--- src/rtl/megacart_nvram_xfer.sv ---
// rtl/megacart_nvram_xfer.sv - MegaCart NVRAM image stream <-> SDRAM bank transfer engine
module megacart_nvram_xfer #(
    parameter logic [1:0] NV_BANK  = 2'b10,
    parameter logic [7:0] PAD_BYTE = 8'hFF
) (
    input  logic        i_clk,
    input  logic        i_reset,
    input  logic        i_start_load,
    input  logic        i_start_save,
    input  logic        i_abort,
    input  logic [7:0]  i_in_data,
    input  logic        i_in_valid,
    output logic        o_in_ready,
    output logic [7:0]  o_out_data,
    output logic        o_out_valid,
    input  logic        i_out_ready,
    output logic [1:0]  o_mem_bank,
    output logic [22:0] o_mem_addr,
    output logic [7:0]  o_mem_wdata,
    output logic        o_mem_we,
    output logic        o_mem_req,
    input  logic        i_mem_ack,
    input  logic [7:0]  i_mem_rdata,
    input  logic        i_nv_wr_strobe,
    output logic        o_busy,
    output logic        o_done,
    output logic        o_dirty
);

    typedef enum logic [2:0] {
        S_IDLE, S_LD_WAIT, S_LD_WR, S_LD_NEXT, S_SV_FETCH, S_SV_OUT, S_DONE
    } state_t;

    state_t      r_state;
    state_t      w_next;
    logic [12:0] r_offset;
    logic [7:0]  r_wdata;
    logic [7:0]  r_out_data;
    logic        r_dirty;
    logic        r_abort_pend;
    logic        w_mapped;
    logic        w_last;
    logic        w_abort_now;
    logic        w_req;

    // Offsets 0x0000-0x03FF and 0x1000-0x17FF are holes with no SDRAM backing
    assign w_mapped    = ((r_offset >= 13'h0400) && (r_offset <= 13'h0FFF)) || (r_offset >= 13'h1800);
    assign w_last      = (r_offset == 13'h1FFF);
    assign w_abort_now = i_abort || r_abort_pend;

    always_ff @(posedge i_clk) begin
        if (i_reset) r_state <= S_IDLE;
        else         r_state <= w_next;
    end

    always_comb begin
        w_next = r_state;
        case (r_state)
            S_IDLE: begin
                if (i_start_load)      w_next = S_LD_WAIT;
                else if (i_start_save) w_next = S_SV_FETCH;
            end
            S_LD_WAIT: begin
                if (i_abort)         w_next = S_IDLE;
                else if (i_in_valid) w_next = w_mapped ? S_LD_WR : S_LD_NEXT;
            end
            S_LD_WR: begin
                if (i_mem_ack) w_next = w_abort_now ? S_IDLE : S_LD_NEXT;
            end
            S_LD_NEXT: begin
                if (i_abort)     w_next = S_IDLE;
                else if (w_last) w_next = S_DONE;
                else             w_next = S_LD_WAIT;
            end
            S_SV_FETCH: begin
                if (w_mapped) begin
                    if (i_mem_ack) w_next = w_abort_now ? S_IDLE : S_SV_OUT;
                end else begin
                    w_next = i_abort ? S_IDLE : S_SV_OUT;
                end
            end
            S_SV_OUT: begin
                if (i_abort)          w_next = S_IDLE;
                else if (i_out_ready) w_next = w_last ? S_DONE : S_SV_FETCH;
            end
            S_DONE:  w_next = S_IDLE;
            default: w_next = S_IDLE;
        endcase
    end

    always_comb begin
        o_in_ready  = (r_state == S_LD_WAIT);
        o_out_valid = (r_state == S_SV_OUT);
        w_req       = (r_state == S_LD_WR) || ((r_state == S_SV_FETCH) && w_mapped);
        o_mem_we    = (r_state == S_LD_WR);
        o_busy      = (r_state != S_IDLE);
        o_done      = (r_state == S_DONE);
    end

    always_ff @(posedge i_clk) begin
        if (i_reset) begin
            r_offset     <= 13'd0;
            r_wdata      <= 8'd0;
            r_out_data   <= 8'd0;
            r_dirty      <= 1'b0;
            r_abort_pend <= 1'b0;
        end else begin
            if ((r_state == S_IDLE) && (i_start_load || i_start_save))
                r_offset <= 13'd0;
            else if (((r_state == S_LD_NEXT) && (w_next == S_LD_WAIT)) ||
                     ((r_state == S_SV_OUT) && (w_next == S_SV_FETCH)))
                r_offset <= r_offset + 13'd1;

            if ((r_state == S_LD_WAIT) && i_in_valid && w_mapped)
                r_wdata <= i_in_data;

            if (r_state == S_SV_FETCH) begin
                if (!w_mapped)      r_out_data <= PAD_BYTE;
                else if (i_mem_ack) r_out_data <= i_mem_rdata;
            end

            // An abort seen while a request is in flight waits for the ack
            r_abort_pend <= w_req && !i_mem_ack && w_abort_now;

            if (i_nv_wr_strobe)         r_dirty <= 1'b1;
            else if (r_state == S_DONE) r_dirty <= 1'b0;
        end
    end

    assign o_mem_req   = w_req;
    assign o_mem_bank  = NV_BANK;
    assign o_mem_addr  = {10'b0, r_offset};
    assign o_mem_wdata = r_wdata;
    assign o_out_data  = r_out_data;
    assign o_dirty     = r_dirty;

endmodule

--- config.mk ---
export PLATFORM = sky130hd
export DESIGN_NAME = megacart_nvram_xfer
export DESIGN_NICKNAME = d
export VERILOG_FILES = /design/src/rtl/megacart_nvram_xfer.sv
export SDC_FILE = /design/constraint.sdc
export NUM_CORES = 1
export LEC_CHECK = 0
export BUFFER_PORTS_ARGS = -buffer_cell sky130_fd_sc_hd__buf_2
export CORE_MARGIN = 5
export CORE_UTILIZATION = 39
export DETAILED_ROUTE_END_ITERATION = 12
export GPL_TIMING_DRIVEN = 0
export PLACE_DENSITY = 0.66
export SLEW_MARGIN = 20
export SYNTH_ARGS = -nofsm -noshare
export SYNTH_HDL_FRONTEND = slang
export SYNTH_SLANG_ARGS = --single-unit
--- constraint.sdc ---
create_clock -name i_clk -period 2.9 [get_ports i_clk]
set_input_delay 0.29 -clock i_clk [delete_from_list [all_inputs] [get_ports i_clk]]
set_output_delay 0.29 -clock i_clk [all_outputs]
set_load 0.01 [all_outputs]
==> results.yml <==
setup_path:
  critical_path.slowest_cell: "or4_4"
  rrSetupSlack_ps: 60
  arrival_ps: 3060
  startpoint_type: "register"
  crit_type: "reg -> reg"
  critPathMaxFanout: 8
  crit_chain: "ha_4, or3b_4, nor4_4, nor2_2, a211oi_2, mux2_4, buf_6, or4_4, a21oi_2"
  critPathMaxStageDelay_ps: 480
  crit_path_end_kind: "register"
  worst_ep_required_time_ps: 3120
floorplan:
  pin_count: 73
  die_h_um: 79.1
  die_area_mm2: 0.00625
  fp.dieW_um: 79.1
  core_mm2: 0.00469
  initial_core_util_pct: 39.7
  rows: 25
route:
  wire_per_inst_um: 14.4
  drt_iter0_markers: 98
  dr.pass1.iters: 4
  ant_nets: 0
  wl_um: 5260
  vias: 1971
  route.detailed.drc: 0
  post_drt_via_cell_ratio: 5.39
timing:
  worst_pin_slew_ps: 721
  timing_hold_violations_final: 0
  max_freq_ghz: 0.353
  whs_ps: 208
  period_share_pct: 97.8
  fin_skew_ps: 2.70
  rsz0062_at_grt: "true"
  finalMaxSlewViolations: 0
  slew_headroom_pct: 51.6
  tns_ps: 0
  setup_viol: 0
  layout_min_cycle_time_ps: 2840
clock_network:
  cts_buffers: 5
  tritoncts: "done"
  cts.sinks: 34
  worstSkewPairLatency_ps: 280
  root_buffer: "clkbuf_8"
  path_clk_slew_ps: 80
  h-tree-depth: 2
  clockBufferDepth: 2
layout:
  area_delta_synth_final_pct: 34.4
  drive_above_1_share_pct: 35.3
  fillers: 450
  fin_util_pct: 53.3
  final_area_mm2: 0.00250
  antennaDiodeCount: 0
  fin_nets: 338
pwr:
  swShare_pct: 27.7
  combPwrFrac_pct: 17.4
  pwr-share-seq_pct: 43.2
  p_int_mw: 0.812
  p_leak_nw: 1.09
  pwr-share-clk_pct: 39.4
  powerDensity_mw_per_mm2: 449
  p_switching_mw: 0.311
  p_total_mw: 1.12
  peakVddDrop_mv: 0.246
place:
  io_buffers: 60
  dpl_cell_area_mm2: 0.00227
  hpwl_um: 3740
  place_congestion: 0.812
grt:
  grt_pass1_vias: 1739
  grt_pass1_wl_um: 8240
  grt_usage_pct: 16.4
  overflow: 0
  antenna_found_initial: 0
  grt_max_degree: 13
logic_synthesis:
  ys_warn_count: 0
  synth_edf_count: 0
  yosysUniqueCellTypes: 50
  synthCells: 227
  synthFlopType: "dfxtp_1"
  syn_area_per_cell_um2: 8.20
  mappedNetlistArea_mm2: 0.00186
  yosys_register_bits: 34
  synthArstFlopShare_pct: 0
  yosysSeqAreaShare_pct: 36.6
outcome:
  outcome: "completed"
flow_run:
  maxCapViolCount: 0
hold_path:
  hold_path.class: "in -> reg"
==> path summary, 6_finish.rpt <==
path,start,endpoint,cells after the start
max,r_offset[1],r_offset[4],9
min,i_nv_wr_strobe,o_dirty,3
max reg2reg,r_offset[1],r_offset[4],9
min reg2reg,o_dirty,o_dirty,2
==> synthesized netlist by cell type (5+ instances only) <==
master / instances / share of area, %
or3_1: 5 / 1.7
nand4_1: 6 / 2.0
buf_4: 12 / 4.8
dfxtp_1: 34 / 37
a21oi_1: 16 / 4.3
mux2i_1: 8 / 4.3
nor3_1: 5 / 1.3
nand3_1: 8 / 2.2
o31ai_1: 8 / 3.2
o22ai_1: 8 / 2.7
nor2_1: 32 / 6.5
clkbuf_1: 8 / 1.6
or4_1: 9 / 3.6
nand2_1: 10 / 2.0
inv_1: 9 / 1.8
==> area by class of cell <==
type,count,area (um^2),area share [%]
Clock inverter,3,45.0,1.80
Timing Repair Buffer,67,350,14.0
Multi-Input combinational cell,170,1100,44.0
Tap cell,54,67.6,2.70
Clock buffer,5,68.8,2.75
Sequential cell,34,688,27.5
Inverter,9,33.8,1.35
Buffer,24,146,5.86
==> per-layer routing <==
layer  share of wire [%]  up-vias  track usage [%]  wire [um]
met4                 1.8        0             6.19         94
met2                  50       76             26.3       2620
li1                    -      976                -          -
met3                 6.7       11             3.29        351
met5                   0        -                0          0
met1                  42      908             21.5       2200
==> timing repair <==
action / in CTS / in global routing
gates cloned: 0 / 1
resized for setup: 1 / 16
setup endpoints to repair: 4 / 13
hold buffers: 0 / 0
pin swaps: 0 / 7
buffers inserted: 0 / 6
==> layout by cell type (no fill, tap or decap), types with 2 or more instances in the layout <==
master	instances
o21ai_0	3
clkbuf_1	7
inv_1	9
clkinvlp_4	2
nor2_1	31
o211ai_1	3
or4_1	8
or3_1	5
dfxtp_4	2
clkbuf_8	5
o31ai_1	7
o21a_1	2
nand3_1	8
and3_1	2
nand4_1	6
a31oi_1	2
a32oi_1	2
nor4_4	2
or2_2	2
dfxtp_1	32
conb_1	12
nor2b_1	3
buf_2	63
a21oi_1	15
nand2_1	10
o22ai_1	8
buf_4	18
mux2i_1	8
nor3_1	4
==> stage by stage <==
step / worst slack, ps / instances
final: 63.8 / 366
after global routing: -81.9 / 366
after CTS: 3.19 / 359
after detailed placement: -55.1 / 351
after global placement: -62.7 / 351
after floorplan: 148 / 237
==> power by group through the flow <==
stage / sequential [mW] / clock, mW / combinational, mW
global route: 0.487 / 0.477 / 0.216
detailed placement: 0.497 / 0 / 0.186
finish: 0.485 / 0.442 / 0.195
CTS: 0.487 / 0.452 / 0.187
floorplan: 0.502 / 0 / 0.119
global placement: 0.497 / 0 / 0.184
==> critical path: cells and delay by family (launching register included) <==
kind | cells | cell delay (ps)
multiplexers | 1 | 380
flip-flops | 1 | 370
buffers and inverters | 1 | 140
AO/OA/AOI/OAI | 2 | 420
AND/OR/NAND/NOR | 4 | 1300
adder cells (fa/ha/maj) | 1 | 160
==> flip-flops by register name, indices dropped and copies added, names as in the netlist <==
register,cells
r_offset,13
o_mem_wdata,8
o_out_data,8
r_state,3
o_dirty,1
r_abort_pend,1
==> cell families (layout without fill, tap and decap cells) <==
logic type,Yosys count,in the layout,share of synthesized area [%]
AO/OA/AOI/OAI,54,54,19.5
XOR/XNOR,1,1,0.471
adder cells (fa/ha/maj),2,2,1.34
buffers and inverters,33,108,9.62
flip-flops,34,34,36.6
multiplexers,9,9,5.11
other,2,12,0.404
AND/OR/NAND/NOR,92,92,27.0
Note: power is estimated with default switching activity, not from simulation.
